$ cat src/rtl/fifo_wr_arbiter.sv
// fifo_wr_arbiter: round-robin arbiter sharing one FIFO write port among
// NUM_REQ valid/ready requesters. Define ARB_BURST_EN to let an owner keep
// the grant for up to MAX_BURST transfers; otherwise the grant rotates
// after every transfer.
module fifo_wr_arbiter #(
    parameter int unsigned DATA_WIDTH = 8,
    parameter int unsigned NUM_REQ    = 4,
    parameter int unsigned ID_WIDTH   = 2,
    parameter int unsigned MAX_BURST  = 4
) (
    input  logic                            wr_clk,
    input  logic                            reset,
    input  logic [NUM_REQ-1:0]              req_valid,
    input  logic [NUM_REQ*DATA_WIDTH-1:0]   req_data,
    output logic [NUM_REQ-1:0]              req_ready,
    input  logic                            fifo_full,
    output logic                            fifo_wr_en,
    output logic [DATA_WIDTH-1:0]           fifo_wr_data,
    output logic [NUM_REQ-1:0]              grant,
    output logic [ID_WIDTH-1:0]             grant_id,
    output logic                            busy
);

    typedef enum logic {
        IDLE  = 1'b0,
        GRANT = 1'b1
    } state_t;

    // Reject parameter sets the arbiter cannot represent.
    if (NUM_REQ < 2 || NUM_REQ > 8 || (1 << ID_WIDTH) < NUM_REQ ||
        MAX_BURST < 1 || MAX_BURST > 16) begin : g_bad_cfg
        $error("fifo_wr_arbiter: illegal parameter set");
    end

`ifdef ARB_BURST_EN
    localparam int unsigned CNT_WIDTH = $clog2(MAX_BURST) + 1;
    logic [CNT_WIDTH-1:0] burst_cnt_q, burst_cnt_d;
`endif

    state_t                state_q, state_d;
    logic [NUM_REQ-1:0]    grant_q, grant_d;
    logic [ID_WIDTH-1:0]   grant_id_q, grant_id_d;
    logic [ID_WIDTH-1:0]   last_id_q, last_id_d;
    logic                  busy_q, busy_d;

    logic                  owner_valid;
    logic [DATA_WIDTH-1:0] owner_word;
    logic                  pick_any;
    logic [ID_WIDTH-1:0]   pick_id;
    int unsigned           idx;
    logic                  transfer;
    logic                  last_beat;
    logic                  release_grant;

    // Owner's word and valid, selected by the one-hot grant.
    always_comb begin
        owner_word  = '0;
        owner_valid = 1'b0;
        for (int unsigned j = 0; j < NUM_REQ; j++) begin
            if (grant_q[j]) begin
                owner_word  = req_data[j*DATA_WIDTH +: DATA_WIDTH];
                owner_valid = req_valid[j];
            end
        end
    end

    // Zero-latency write path, gated off by full and by reset.
    assign req_ready    = grant_q & {NUM_REQ{~fifo_full & ~reset}};
    assign fifo_wr_en   = |(req_valid & req_ready);
    assign fifo_wr_data = fifo_wr_en ? owner_word : '0;

    // Round-robin search starting after last_id; the current owner is visited last.
    always_comb begin
        pick_any = 1'b0;
        pick_id  = '0;
        idx      = 0;
        for (int unsigned k = 1; k <= NUM_REQ; k++) begin
            idx = (32'(last_id_q) + k) % NUM_REQ;
            for (int unsigned j = 0; j < NUM_REQ; j++) begin
                if (!pick_any && idx == j && req_valid[j]) begin
                    pick_any = 1'b1;
                    pick_id  = ID_WIDTH'(j);
                end
            end
        end
    end

    // A transfer ends the grant unless bursting and below the burst limit.
    always_comb begin
`ifdef ARB_BURST_EN
        last_beat = (burst_cnt_q == CNT_WIDTH'(MAX_BURST - 1));
`else
        last_beat = 1'b1;
`endif
        transfer      = owner_valid & ~fifo_full;
        release_grant = ~owner_valid | (transfer & last_beat);
    end

    // Next-state logic: grant, re-grant without a bubble, or fall back to IDLE.
    always_comb begin
        state_d    = state_q;
        grant_d    = grant_q;
        grant_id_d = grant_id_q;
        last_id_d  = last_id_q;
`ifdef ARB_BURST_EN
        burst_cnt_d = burst_cnt_q;
`endif
        unique case (state_q)
            IDLE: begin
                if (pick_any) begin
                    state_d    = GRANT;
                    grant_d    = NUM_REQ'(1) << pick_id;
                    grant_id_d = pick_id;
                    last_id_d  = pick_id;
`ifdef ARB_BURST_EN
                    burst_cnt_d = '0;
`endif
                end
            end
            GRANT: begin
                if (release_grant) begin
`ifdef ARB_BURST_EN
                    burst_cnt_d = '0;
`endif
                    if (pick_any) begin
                        grant_d    = NUM_REQ'(1) << pick_id;
                        grant_id_d = pick_id;
                        last_id_d  = pick_id;
                    end else begin
                        state_d    = IDLE;
                        grant_d    = '0;
                        grant_id_d = '0;
                    end
                end else if (transfer) begin
`ifdef ARB_BURST_EN
                    burst_cnt_d = burst_cnt_q + CNT_WIDTH'(1);
`endif
                end
            end
            default: state_d = IDLE;
        endcase
        busy_d = (state_d == GRANT);
    end

    // State register with synchronous active-high reset.
    always_ff @(posedge wr_clk) begin
        if (reset) begin
            state_q    <= IDLE;
            grant_q    <= '0;
            grant_id_q <= '0;
            last_id_q  <= ID_WIDTH'(NUM_REQ - 1);
            busy_q     <= 1'b0;
`ifdef ARB_BURST_EN
            burst_cnt_q <= '0;
`endif
        end else begin
            state_q    <= state_d;
            grant_q    <= grant_d;
            grant_id_q <= grant_id_d;
            last_id_q  <= last_id_d;
            busy_q     <= busy_d;
`ifdef ARB_BURST_EN
            burst_cnt_q <= burst_cnt_d;
`endif
        end
    end

    assign grant    = grant_q;
    assign grant_id = grant_id_q;
    assign busy     = busy_q;

endmodule
$ cat config.mk
export PLATFORM = sky130hd
export DESIGN_NAME = fifo_wr_arbiter
export DESIGN_NICKNAME = d
export VERILOG_FILES = /design/src/rtl/fifo_wr_arbiter.sv
export SDC_FILE = /design/constraint.sdc
export NUM_CORES = 1
export LEC_CHECK = 0
export ABC_AREA = 1
export BUFFER_PORTS_ARGS = -buffer_cell sky130_fd_sc_hd__clkbuf_2
export CAP_MARGIN = 15
export CELL_PAD_IN_SITES_DETAIL_PLACEMENT = 0
export CELL_PAD_IN_SITES_GLOBAL_PLACEMENT = 1
export CORE_ASPECT_RATIO = 1.5
export CORE_MARGIN = 4
export CORE_UTILIZATION = 30
export CTS_CLUSTER_DIAMETER = 100
export CTS_CLUSTER_SIZE = 16
export DETAILED_ROUTE_END_ITERATION = 7
export PLACE_DENSITY_LB_ADDON = 0.1
export RECOVER_POWER = 50
export SYNTH_ARGS = -nofsm -noshare
export SYNTH_HDL_FRONTEND = slang
export SYNTH_SLANG_ARGS = --single-unit
$ cat constraint.sdc
create_clock -name wr_clk -period 2.9 [get_ports wr_clk]
set_input_delay 0.29 -clock wr_clk [delete_from_list [all_inputs] [get_ports wr_clk]]
set_output_delay 0.29 -clock wr_clk [all_outputs]
set_load 0.01 [all_outputs]
==> reports/results.tsv <==
metric	value	unit
core_area	3190	µm²
hold_ws	339	ps
synth_seq_area_share	0.178	
crit_fanout	13	
met1_length	1320	µm
synth-compound-area-share	0.321	
synth_edf_count	0	
cts_repair_resize_count	0	
regToRegSetupSlack	830	ps
min_period_over_period	0.731	
multi_input_area	718	µm²
p_seq_frac	0.201	
synth_mux_area_frac	0	
hold_viol_final	0	
synth_cells	167	
antenna_left	0	
start_util	0.318	
synthesis.nets	206	
rows	25	
clkLatencyLatePin	230	ps
worstPathRequired	2610	ps
routabilityCongestion	0.871	
dr.pass1.iters	4	
drt_iter0_markers	58	
place_area	1330	µm²
cts_buffers	3	
portBuffers	58	
fmax	471	MHz
synth_seq_cells	9	
rsz0062_at_grt	false	
yosys-top-cells-area	dfxtp_1 (18%), o21ai_0 (13%), a21oi_1 (11%)	
overflow	0	
syn_avg_cell_area	6.08	µm²
wl_per_cell	12.9	µm
slew_viol_final	0	
hold_start	reset	
syn_to_final_growth	33.4	%
synth_xor_area_frac	0	
powerDensity	945	nW/µm²
async_flop_share	0	
tns	0	ps
clock_sinks	9	
fp.dieH	79.2	µm
hold_buffers	0	
synth-adder-area-share	0	
yosys_most_used_dff	dfxtp_1	
r2r_start	last_id_q[1]	
ys_top_cells_by_count	o21ai_0 (27), a21oi_1 (22), nor2_1 (21), inv_1 (20), nand2_1 (18)	
worst_pin_slew	458	ps
io_pins	59	
vias_per_cell	4.95	
nets	264	
met3_length	238	µm
end_kind	primary output	
crit_start	grant[1]	
cts_htree_levels	1	
cts_tree	done	
die_x	55.5	µm
clockBufferDepth	2	
grt_max_degree	20	
grt_pass1_wl	5570	µm
routed-wl-met2	1800	µm
final_cell_area	1350	µm²
power.internal	0.579	mW
dieArea	4400	µm²
root_buffer	clkbuf_8	
crit_type	reg -> out	
synthMostInstantiatedCell	o21ai_0	
total_leakage_power	0.638	nW
p_sw	0.700	mW
synthDistinctLibCells	27	
diodes	0	
drc	0	
top_layer	met4	
crit_path_start_kind	flip-flop	
power_frac_clock	0.114	
fillers	361	
drive_above_1_share	0.304	
reg2reg_to	last_id_q[0]	
ys_warn_count	0	
status	completed	
grt_pass1_vias	1218	
finalSetupViolCount	0	
grt_usage	0.158	
hold_end	grant_id[1]	
crit_arrival	1830	ps
postLayoutCoreUtil	0.424	
p_sw_frac	0.547	
period_needed	2120	ps
yosys.area_share.simple	0.397	
synth_top_family_by_area	simple AND/OR/NAND/NOR gates	
cts_setup_buffers	0	
whs_path_depth	2	
dp_hpwl	2860	µm
r2r_cells	13	
antenna_found_initial	0	
cap_violations	0	
hold_class	in -> reg	
yosysTopAreaCell	dfxtp_1	
synth_area	1010	µm²
vdd_drop_max	0.000473	V
clk_pin_slew	40	ps
vias	1308	
postRouteWirelength	3400	µm
seq_area	180	µm²
finalClockSkew	1.28	ps
slew_headroom	0.694	
synth_top_cell_area_share	0.178	
combPwrFrac	0.685	
cell usage in the layout, fill, tap and decap left out, types with 2 or more instances in the layout:
cell and instances:
clkbuf_2 46, o21ai_0 27, clkbuf_8 3, nor2_1 23, nor2_4 2, nand4_4 2, a21oi_1 22, a21oi_2 2
inv_1 20, nand3_1 15, nand2_1 18, clkbuf_1 13, nor3_1 2, nand2_2 6, o211ai_2 2, dfxtp_1 9
worst max-delay path by stage:
stage | to | slack, ps
3_5_place_dp | last_id_q[1] | 980
3_3_place_gp | grant[1] | 1030
2_1_floorplan | last_id_q[1] | 1170
4_1_cts | fifo_wr_data[5] | 740
5_1_grt | fifo_wr_data[5] | 500
6_report | fifo_wr_data[3] | 780
logic make-up (layout without fill, tap and decap cells):
group,count (synthesis),in the layout
flops,9,9
buf+inv,27,84
compound gates,58,58
simple gates,73,73
critical path, stage by stage (launching register included):
cell	delay, ps
dfxtp_1	570
clkinv_1	340
nor2_1	160
o21ai_0	160
o21ai_0	130
a21oi_1	90
clkbuf_2	150
final cells by class:
class                           count  share of cell area
Multi-Input combinational cell    131               0.530
Clock buffer                        4              0.0333
Sequential cell                     9               0.133
Tap cell                           40              0.0370
Inverter                           22              0.0628
Timing Repair Buffer               58               0.203
registers in the layout (all words and copies together) (netlist names):
register	cells
grant_id	2
last_id_q	2
grant	4
busy	1
power by group through the flow:
stage | registers, mW | clock network [mW] | logic (mW)
3_3_place_gp | 0.264 | 0 | 0.896
6_report | 0.257 | 0.146 | 0.876
3_5_place_dp | 0.264 | 0 | 0.907
2_1_floorplan | 0.241 | 0 | 0.675
4_1_cts | 0.261 | 0.148 | 0.911
5_1_grt | 0.274 | 0.157 | 0.997
per-stage QoR:
stage / power [mW] / instances / setup slack (ps)
3_5_place_dp: 1.17 / 260 / 976
6_report: 1.28 / 264 / 779
3_3_place_gp: 1.16 / 260 / 1030
2_1_floorplan: 0.915 / 167 / 1170
5_1_grt: 1.43 / 264 / 497
4_1_cts: 1.32 / 264 / 742
routing by layer:
metal  vias up  global-route usage
met5         -                   0
met4         0              0.0535
met3         5              0.0358
met2        50               0.305
met1       568               0.165
li1        685                   -
Power figures use the tool's default switching activity.
